===== config.mk =====
export PLATFORM = sky130hd
export DESIGN_NAME = control_sequencer
export DESIGN_NICKNAME = d
export VERILOG_FILES = /design/src/rtl/cpu_ctrl_pkg.sv /design/src/rtl/ctrl_decode.sv /design/src/rtl/control_sequencer.sv
export SDC_FILE = /design/constraint.sdc
export NUM_CORES = 1
export LEC_CHECK = 0
export ABC_AREA = 0
export CAP_MARGIN = 20
export CORE_ASPECT_RATIO = 1.1
export CORE_UTILIZATION = 39
export CTS_CLUSTER_SIZE = 24
export DETAILED_ROUTE_END_ITERATION = 7
export PLACE_DENSITY = 0.87
export SYNTH_ARGS = -nofsm -noshare
export SYNTH_HDL_FRONTEND = slang
export SYNTH_SLANG_ARGS = --single-unit

===== constraint.sdc =====
create_clock -name clk -period 11.35 [get_ports clk]
set_clock_uncertainty 0.05 [all_clocks]
set_input_delay 3.405 -clock clk [delete_from_list [all_inputs] [get_ports clk]]
set_output_delay 3.405 -clock clk [all_outputs]
set_load 0.02 [all_outputs]

===== src/rtl/cpu_ctrl_pkg.sv =====
// Shared constants for the hardwired control unit: opcodes, strobe bit
// indices, ALU op codes, sequencer states and instruction classes.
package cpu_ctrl_pkg;

  localparam logic [4:0] OPC_LD   = 5'b00000;
  localparam logic [4:0] OPC_LDI  = 5'b00001;
  localparam logic [4:0] OPC_ST   = 5'b00010;
  localparam logic [4:0] OPC_ADD  = 5'b00011;
  localparam logic [4:0] OPC_SHL  = 5'b01011;
  localparam logic [4:0] OPC_ADDI = 5'b01100;
  localparam logic [4:0] OPC_ANDI = 5'b01101;
  localparam logic [4:0] OPC_ORI  = 5'b01110;
  localparam logic [4:0] OPC_BR   = 5'b10011;
  localparam logic [4:0] OPC_JR   = 5'b10100;
  localparam logic [4:0] OPC_JAL  = 5'b10101;
  localparam logic [4:0] OPC_IN   = 5'b10110;
  localparam logic [4:0] OPC_OUT  = 5'b10111;
  localparam logic [4:0] OPC_NOP  = 5'b11010;
  localparam logic [4:0] OPC_HALT = 5'b11011;

  localparam int EN_ZIN   = 18;
  localparam int EN_YIN   = 19;
  localparam int EN_PCIN  = 20;
  localparam int EN_MDRIN = 21;
  localparam int EN_OUTP  = 23;
  localparam int EN_IRIN  = 24;
  localparam int EN_MARIN = 25;
  localparam int EN_CONIN = 27;

  localparam int BS_ZLO  = 19;
  localparam int BS_PC   = 20;
  localparam int BS_MDR  = 21;
  localparam int BS_INP  = 22;
  localparam int BS_C    = 23;

  localparam logic [4:0] ALU_NONE  = 5'd0;
  localparam logic [4:0] ALU_ADD   = 5'd1;
  localparam logic [4:0] ALU_AND   = 5'd3;
  localparam logic [4:0] ALU_OR    = 5'd4;
  localparam logic [4:0] ALU_INCPC = 5'd14;

  typedef enum logic [3:0] {
    S_RESET = 4'd0,
    S_T0    = 4'd1,
    S_T1    = 4'd2,
    S_T2    = 4'd3,
    S_T3    = 4'd4,
    S_E0    = 4'd5,
    S_E1    = 4'd6,
    S_E2    = 4'd7,
    S_E3    = 4'd8,
    S_E4    = 4'd9,
    S_E5    = 4'd10,
    S_HALT  = 4'd11
  } state_t;

  typedef enum logic [3:0] {
    C_ALU, C_IMM, C_LDI, C_LD, C_ST, C_BR, C_JR,
    C_JAL, C_IN, C_OUT, C_NOP, C_HALT, C_ILLEGAL
  } cls_t;

  // Index of the final execute step (0 = E0) for each class.
  function automatic logic [2:0] last_step(cls_t c);
    logic [2:0] r;
    r = 3'd0;
    case (c)
      C_JAL:               r = 3'd1;
      C_ALU, C_IMM, C_LDI: r = 3'd2;
      C_BR:                r = 3'd3;
      C_ST:                r = 3'd4;
      C_LD:                r = 3'd5;
      default:             r = 3'd0;
    endcase
    return r;
  endfunction

endpackage


===== src/rtl/ctrl_decode.sv =====
// Combinational opcode classifier: op_i (ir[31:27]) -> instruction class
// cls_o and the ALU op alu_o used in the arithmetic execute step.
module ctrl_decode
  import cpu_ctrl_pkg::*;
(
  input  logic [4:0] op_i,
  output cls_t       cls_o,
  output logic [4:0] alu_o
);

  always_comb begin
    cls_o = C_ILLEGAL;
    alu_o = ALU_NONE;
    unique case (1'b1)
      (op_i >= OPC_ADD && op_i <= OPC_SHL): begin
        // add..shl map in order onto ALU codes 1..9
        cls_o = C_ALU;
        alu_o = op_i - 5'd2;
      end
      (op_i == OPC_ADDI): begin cls_o = C_IMM; alu_o = ALU_ADD; end
      (op_i == OPC_ANDI): begin cls_o = C_IMM; alu_o = ALU_AND; end
      (op_i == OPC_ORI):  begin cls_o = C_IMM; alu_o = ALU_OR;  end
      (op_i == OPC_LDI):  begin cls_o = C_LDI; alu_o = ALU_ADD; end
      (op_i == OPC_LD):   begin cls_o = C_LD;  alu_o = ALU_ADD; end
      (op_i == OPC_ST):   begin cls_o = C_ST;  alu_o = ALU_ADD; end
      (op_i == OPC_BR):   begin cls_o = C_BR;  alu_o = ALU_ADD; end
      (op_i == OPC_JR):   cls_o = C_JR;
      (op_i == OPC_JAL):  cls_o = C_JAL;
      (op_i == OPC_IN):   cls_o = C_IN;
      (op_i == OPC_OUT):  cls_o = C_OUT;
      (op_i == OPC_NOP):  cls_o = C_NOP;
      (op_i == OPC_HALT): cls_o = C_HALT;
      default: ;
    endcase
  end

endmodule


===== src/rtl/control_sequencer.sv =====
// Hardwired fetch/execute sequencer for the Phase-2 datapath.
// Ports: clk, clr (async high); ir, CONFFOut in; enable/busSelect strobes,
// Control_Signals ALU op, register select/encode, RAM controls, run out.
module control_sequencer
  import cpu_ctrl_pkg::*;
(
  input  logic        clk,
  input  logic        clr,
  input  logic [31:0] ir,
  input  logic        CONFFOut,
  output logic [31:0] enable,
  output logic [31:0] busSelect,
  output logic [4:0]  Control_Signals,
  output logic        Gra,
  output logic        Grb,
  output logic        Grc,
  output logic        Rin,
  output logic        Rout,
  output logic        BAout,
  output logic        ReadRAM,
  output logic        WriteRAM,
  output logic        MD_Read,
  output logic        run
);

  state_t     state_q;
  cls_t       cls;
  logic [4:0] alu_op;
  logic [3:0] ediff;
  logic [2:0] step;

  ctrl_decode u_dec (
    .op_i  (ir[31:27]),
    .cls_o (cls),
    .alu_o (alu_op)
  );

  // Execute step index; meaningful only in S_E0..S_E5.
  assign ediff = state_q - S_E0;
  assign step  = ediff[2:0];

  always_ff @(posedge clk or posedge clr) begin
    if (clr) begin
      state_q <= S_RESET;
    end else begin
      unique case (state_q)
        S_RESET: state_q <= S_T0;
        S_T0:    state_q <= S_T1;
        S_T1:    state_q <= S_T2;
        S_T2:    state_q <= S_T3;
        S_T3: begin
          unique case (cls)
            C_NOP, C_ILLEGAL: state_q <= S_T0;
            C_HALT:           state_q <= S_HALT;
            default:          state_q <= S_E0;
          endcase
        end
        S_HALT:  state_q <= S_HALT;
        default: begin
          if (step >= last_step(cls))
            state_q <= S_T0;
          else
            state_q <= state_t'(state_q + 4'd1);
        end
      endcase
    end
  end

  always_comb begin
    enable          = '0;
    busSelect       = '0;
    Control_Signals = ALU_NONE;
    Gra      = 1'b0;
    Grb      = 1'b0;
    Grc      = 1'b0;
    Rin      = 1'b0;
    Rout     = 1'b0;
    BAout    = 1'b0;
    ReadRAM  = 1'b0;
    WriteRAM = 1'b0;
    MD_Read  = 1'b0;
    run = (state_q != S_RESET) && (state_q != S_HALT);
    unique case (state_q)
      S_T0: begin
        busSelect[BS_PC]  = 1'b1;
        enable[EN_MARIN]  = 1'b1;
        Control_Signals   = ALU_INCPC;
        enable[EN_ZIN]    = 1'b1;
      end
      S_T1: begin
        busSelect[BS_ZLO] = 1'b1;
        enable[EN_PCIN]   = 1'b1;
        ReadRAM           = 1'b1;
      end
      S_T2: begin
        ReadRAM          = 1'b1;
        MD_Read          = 1'b1;
        enable[EN_MDRIN] = 1'b1;
      end
      S_T3: begin
        busSelect[BS_MDR] = 1'b1;
        enable[EN_IRIN]   = 1'b1;
      end
      S_E0: begin
        unique case (cls)
          C_ALU, C_IMM: begin
            Grb = 1'b1; Rout = 1'b1; enable[EN_YIN] = 1'b1;
          end
          C_LDI, C_LD, C_ST: begin
            Grb = 1'b1; BAout = 1'b1; enable[EN_YIN] = 1'b1;
          end
          C_BR: begin
            Gra = 1'b1; Rout = 1'b1; enable[EN_CONIN] = 1'b1;
          end
          C_JR: begin
            Gra = 1'b1; Rout = 1'b1; enable[EN_PCIN] = 1'b1;
          end
          C_JAL: begin
            busSelect[BS_PC] = 1'b1; Grb = 1'b1; Rin = 1'b1;
          end
          C_IN: begin
            busSelect[BS_INP] = 1'b1; Gra = 1'b1; Rin = 1'b1;
          end
          C_OUT: begin
            Gra = 1'b1; Rout = 1'b1; enable[EN_OUTP] = 1'b1;
          end
          default: ;
        endcase
      end
      S_E1: begin
        unique case (cls)
          C_ALU: begin
            Grc = 1'b1; Rout = 1'b1;
            Control_Signals = alu_op; enable[EN_ZIN] = 1'b1;
          end
          C_IMM, C_LDI, C_LD, C_ST: begin
            busSelect[BS_C] = 1'b1;
            Control_Signals = alu_op; enable[EN_ZIN] = 1'b1;
          end
          C_BR: begin
            busSelect[BS_PC] = 1'b1; enable[EN_YIN] = 1'b1;
          end
          C_JAL: begin
            Gra = 1'b1; Rout = 1'b1; enable[EN_PCIN] = 1'b1;
          end
          default: ;
        endcase
      end
      S_E2: begin
        unique case (cls)
          C_ALU, C_IMM, C_LDI: begin
            busSelect[BS_ZLO] = 1'b1; Gra = 1'b1; Rin = 1'b1;
          end
          C_LD, C_ST: begin
            busSelect[BS_ZLO] = 1'b1; enable[EN_MARIN] = 1'b1;
          end
          C_BR: begin
            busSelect[BS_C] = 1'b1;
            Control_Signals = ALU_ADD; enable[EN_ZIN] = 1'b1;
          end
          default: ;
        endcase
      end
      S_E3: begin
        unique case (cls)
          C_LD: ReadRAM = 1'b1;
          C_ST: begin
            Gra = 1'b1; Rout = 1'b1; enable[EN_MDRIN] = 1'b1;
          end
          C_BR: begin
            // branch taken only when the CON flag loaded in E0 is set
            busSelect[BS_ZLO] = 1'b1;
            enable[EN_PCIN]   = CONFFOut;
          end
          default: ;
        endcase
      end
      S_E4: begin
        unique case (cls)
          C_LD: begin
            ReadRAM = 1'b1; MD_Read = 1'b1; enable[EN_MDRIN] = 1'b1;
          end
          C_ST:    WriteRAM = 1'b1;
          default: ;
        endcase
      end
      S_E5: begin
        if (cls == C_LD) begin
          busSelect[BS_MDR] = 1'b1; Gra = 1'b1; Rin = 1'b1;
        end
      end
      default: ;
    endcase
  end

endmodule


; Word level (Yosys, flattened, before mapping)
; Cells that the tools add are included.
[totals]
regBits = 4
latchBits = 0
ramBits = 0
rom_bits = 0
in_bits = 35
out_inout_bits = 79
wordCells = 116
n_memories = 0
[op_classes]
add_sub_neg = 3
n_mul = 0
div = 0
order_cmp = 3
eq_ne = 36
shifts = 0
muxes = 51
bitwise = 0
reduce_logical = 22
[ops]
columns = op, n
row1 = case mux 4 bit (12 select lines), 1
row2 = "equality test 4 bit, second input constant", 9
row3 = "equality test 5 bit, second input constant", 7
row4 = "equality test 4 x 3 -> 1 bit, second input constant", 8
row5 = two-way mux 1 bit, 28
row6 = case mux 4 bit (6 select lines), 1
row7 = case mux 5 bit (4 select lines), 1
row8 = case mux 1 bit (3 select lines), 6
row9 = "equality test 4 x 2 -> 1 bit, second input constant", 4
row10 = "equality test 5 x 4 -> 1 bit, second input constant", 3
row11 = case mux 3 bit (5 select lines), 1
row12 = case mux 5 bit (3 select lines), 1
row13 = OR reduction 5 bit, 3
row14 = case mux 1 bit (2 select lines), 6
row15 = OR reduction 2 bit, 6
row16 = OR reduction 6 bit, 2
row17 = OR reduction 3 bit, 3
row18 = "equality test 4 x 1 -> 1 bit, second input constant", 2
row19 = zero test 4 bit, 2
row20 = case mux 4 bit (2 select lines), 1
row21 = OR reduction 4 bit, 2
row22 = "equality test 5 x 1 -> 1 bit, second input constant", 1
row23 = "equality test 5 x 2 -> 1 bit, second input constant", 1
row24 = "greater-or-equal comparator 5 x 2 -> 1 bit, second input constant", 1
row25 = other kinds (14), 15

; Longest topological paths before layout
; Gate-level depths: netlist (run 1).
[depth]
depth_word = 10
depth_mapped = 13
depth_no_buf = 11

; Modules after synthesis
; Synthesis (run 1) repeated with hierarchy kept, for this count alone.
[unflattened]
hier_cells = 244
hier_area_um2 = 1715.4
[by_module_without_submodules]
columns = module, n_inst, cells_each, area_per_inst_um2, seq_area_each_um2
row1 = control_sequencer, 1, 191, 1336.3, 100.1
row2 = ctrl_decode, 1, 53, 379.1, 0.0

; Worst setup path before layout (run 1)
; OpenSTA, ideal clock, no wires.
[synth_path]
path_kind = input-to-output
startpoint = in ir[29]
endpoint = out Control_Signals[3]
arrival_time_ps = 5306
required_ps = 7895
slack_ps = 2589
stages = 8
n_path_buf = 2
path_cell_list = buf_4 > buf_2 > inv_1 > ha_1 > or3b_4 > a31oi_4 > or2_2 > o31ai_1
[synth_via]
elab_chain_cells = 7
elab_cells_between_ends = 29
cone_classes = add/sub: 1 / order compare: 2 / eq/ne: 16 / mux: 4 / reduce/logical: 6
[synth_lines]
columns = element, line_no
row1 = from (decl), control_sequencer.sv:9  ; input logic [31:0] ir,
row2 = greater-or-equal comparator 5 x 2 -> 1 bit (tied with other cells), ctrl_decode.sv:15  ; (op_i >= OPC_ADD && op_i <= OPC_SHL): begin
row3 = logical AND 1 bit / OR reduction 3 bit (equally long branches), --
row4 = case mux 4 bit (12 select lines), ctrl_decode.sv:14  ; unique case (1'b1)
row5 = equality test 4 x 2 -> 1 bit (tied with other cells), control_sequencer.sv:131  ; unique case (cls)
row6 = OR reduction 5 bit (no source line), --
row7 = two-way mux 5 bit (*), control_sequencer.sv:131
row8 = case mux 5 bit (3 select lines) (*), control_sequencer.sv:83  ; unique case (state_q)
row9 = to (decl), control_sequencer.sv:13  ; output logic [4:0] Control_Signals,
; Mark *: on every way between the ends. The rest lies on a longest branch, timed or not.

; Worst setup path after layout (run 1)
; Same ends and word-level chain as after synthesis.

==> results.cfg, run 1 <==
[placement]
portBuffers = 35
place_hpwl_um = 2840
dp_cells = 306
gp_congestion = 0.9138

[sta]
setup_viol = 0
post-route-period-util_pct = 88.21
rsz0062_at_grt = no
fin_crit_ns = 10.01
clock.fmax_mhz = 99.88
hold_viol = 0
slew-limit-headroom_pct = 44.86
tns_ns = 0
drv_slew = 0
worst_pin_slew_ns = 0.8245

[die]
die_w_um = 64.54
ios = 114
core_um2 = 4054
start_util_pct = 41.39
die_y_um = 70.79
rows = 24
die_area_um2 = 4569

[cts]
clk_pin_slew_ns = 0.03
cts_tree = built
cts_sinks = 4
post_cts_buffers = 0
clk_path_buf_depth = 2
hold_buffers = 0
htree_levels = 1
insertion_delay_ns = 0.22
post_cts_resized = 0
cts_buffers = 3
cts-root-buf = clkbuf_8

[critical_path]
endpoint = Control_Signals[3]
crit_fanout = 19
worstPathArrival_ns = 6.56
crit_path_start = ir[29]
reg2regPathDepth = 8
r2r-start = state_q[0]
r2r_slack_ns = 9.11
startpoint_type = input port
crit_path_end_kind = output pin
crit_type = in -> out
reg2reg_to = state_q[0]
cp.required_ns = 7.90

[synth]
yosys_most_used_dff = dfrtp_1
yosys.area.top_type = buf_4
ys_types = 59
synth_cells = 237
yosys_warnings = 0
synth.area.top_cells = buf_4 24%, ha_1 6.7%, dfrtp_1 6.0%
synth_async_sr_flop_share_pct = 100.0
ys_ff_latch = 4
avgSynthCellArea_um2 = 7.080
yosysSeqAreaShare_pct = 5.966
synth_top_cell_area_share_pct = 24.16
netlist_area_um2 = 1678
synth-edff-count = 0

[layout]
layout_commonest_cell = conb_1
largestRegisters = state_q (4)
drive_above_1_share_pct = 6.226
fin_nets = 303
largest_reg_flops = 4
num-fill-cells = 436
synthToLayoutAreaGrowth_pct = 9.844
fin_cells = 309
final_cell_mix = 51 x conb_1, 35 x clkdlybuf4s50_1, 18 x nand2_1
final_core_util_pct = 45.46
top_register = state_q
n_antenna_cell = 0

[routing]
wl_um = 3811
wl_per_cell_um = 12.33
routed_via_density = 5.278
drtAntennaViolNets = 0
firstDrtPassIters = 4
dr.first_iter.drc_count = 154
vias = 1631
drc_errors = 0

[pwr]
p_per_area_nw_per_um2 = 179.7
power_leakage_nw = 0.7739
ir_drop_v = 0.00006196

[global_routing]
antenna_found_initial = 0
grt_pass1_vias = 1342
overflow = 0
grt_start_max_net_pins = 27
grt_pass1_wl_um = 6113
track_usage_pct = 16.30

[status]
status = complete, no violations

[job]
cap_violations = 0

[worst_hold_path]
hold_path_class = reg -> reg
[logic make-up (layout without fill, tap and decap cells)]
group / after synthesis / count (layout) / synth area share (%)
xor+xnor: 5 / 5 / 2.610
fa+ha+maj: 9 / 9 / 6.712
other cells: 1 / 51 / 0.2235
flops: 4 / 4 / 5.966
buf+inv: 79 / 49 / 31.25
compound gates: 50 / 50 / 22.67
simple gates: 89 / 89 / 30.58
[Yosys cell counts, types with 3 or more instances]
master,n
a21o_1,3
a21oi_1,7
a31oi_1,8
a32oi_1,3
buf_2,8
buf_4,54
clkbuf_1,5
dfrtp_1,4
ha_1,9
inv_1,9
nand2_1,18
nand2b_1,8
nand3_1,10
nand3b_1,3
nand4b_1,3
nor2_1,13
nor2b_1,5
nor3_1,7
nor4_1,3
o21ai_0,8
xnor2_1,5
[how the worst min path moves through the flow]
| stage | slack (ns) | start | end | cells past startpoint |
|---|---|---|---|---|
| after floorplan | 0.55 | state_q[0] | state_q[0] | 2 |
| after global placement | 0.60 | state_q[0] | state_q[0] | 2 |
| after detailed placement | 0.61 | state_q[0] | state_q[0] | 2 |
| after CTS | 0.62 | state_q[0] | state_q[0] | 2 |
| after global routing | 0.64 | state_q[0] | state_q[0] | 2 |
| final | 0.62 | state_q[0] | state_q[0] | 2 |
[area by class of cell]
type	instances	area [um2]	area share (%)
repair buffers	36	357.8	19.42
clock buffers	3	41.29	2.240
well taps	52	65.06	3.530
multi-input cells	204	1241	67.35
flip-flops and latches	4	100.1	5.431
inverters	10	37.54	2.037
[routing by layer]
| layer | share of wire [%] | track usage [%] | up-vias |
|---|---|---|---|
| li1 | - | - | 780 |
| met1 | 43 | 21.90 | 736 |
| met2 | 47 | 26.55 | 111 |
| met3 | 9.1 | 2.258 | 4 |
| met4 | 1.2 | 5.432 | 0 |
| met5 | 0 | 0 | - |
[critical path, cell delays in order]
cell and delay (ns):
clkdlybuf4s50_1 0.94, inv_1 0.23, ha_1 0.29, or3b_4 0.27, a31oi_4 0.12, or2_2 0.39, o31ai_1 0.27, clkdlybuf4s50_1 0.65
[power by group]
group	leakage, nW	internal [mW]	switching, mW	total (mW)
logic	0.702	0.111	0.155	0.266
clock network	0.0216	0.0226	0.00787	0.0305
registers	0.0499	0.0202	0.0141	0.0344
total	0.774	0.154	0.177	0.331
[metrics by stage]
stage | hold slack [ns] | power [mW] | setup slack [ns] | instance area, um2
CTS | 0.6224 | 0.3308 | 1.364 | 1843
finish | 0.6208 | 0.3312 | 1.338 | 1843
detailed placement | 0.6140 | 0.2994 | 1.371 | 1802
floorplan | 0.5543 | 0.2271 | 2.589 | 1866
global placement | 0.5973 | 0.2945 | 1.436 | 1802
global route | 0.6439 | 0.3560 | 1.219 | 1843
No activity file was read; power rests on OpenSTA's default activity.
==> run 2: changes to the inputs <==
--- a/config.mk
+++ b/config.mk
@@ -11,6 +11,7 @@
 export CORE_UTILIZATION = 39
 export CTS_CLUSTER_SIZE = 24
 export DETAILED_ROUTE_END_ITERATION = 7
+export HOLD_SLACK_MARGIN = 0.12
 export PLACE_DENSITY = 0.87
 export SYNTH_ARGS = -nofsm -noshare
 export SYNTH_HDL_FRONTEND = slang
==> results of run 2 <==
Final layout, timing and power as in run 1 (identical DEF).
==> run 3: changes to the inputs <==
--- a/config.mk
+++ b/config.mk
@@ -6,7 +6,7 @@
 export NUM_CORES = 1
 export LEC_CHECK = 0
 export ABC_AREA = 0
-export CAP_MARGIN = 20
+export CAP_MARGIN = 0
 export CORE_ASPECT_RATIO = 1.1
 export CORE_UTILIZATION = 39
 export CTS_CLUSTER_SIZE = 24
==> results of run 3 <==
Final layout, timing and power as in run 1 (identical DEF).
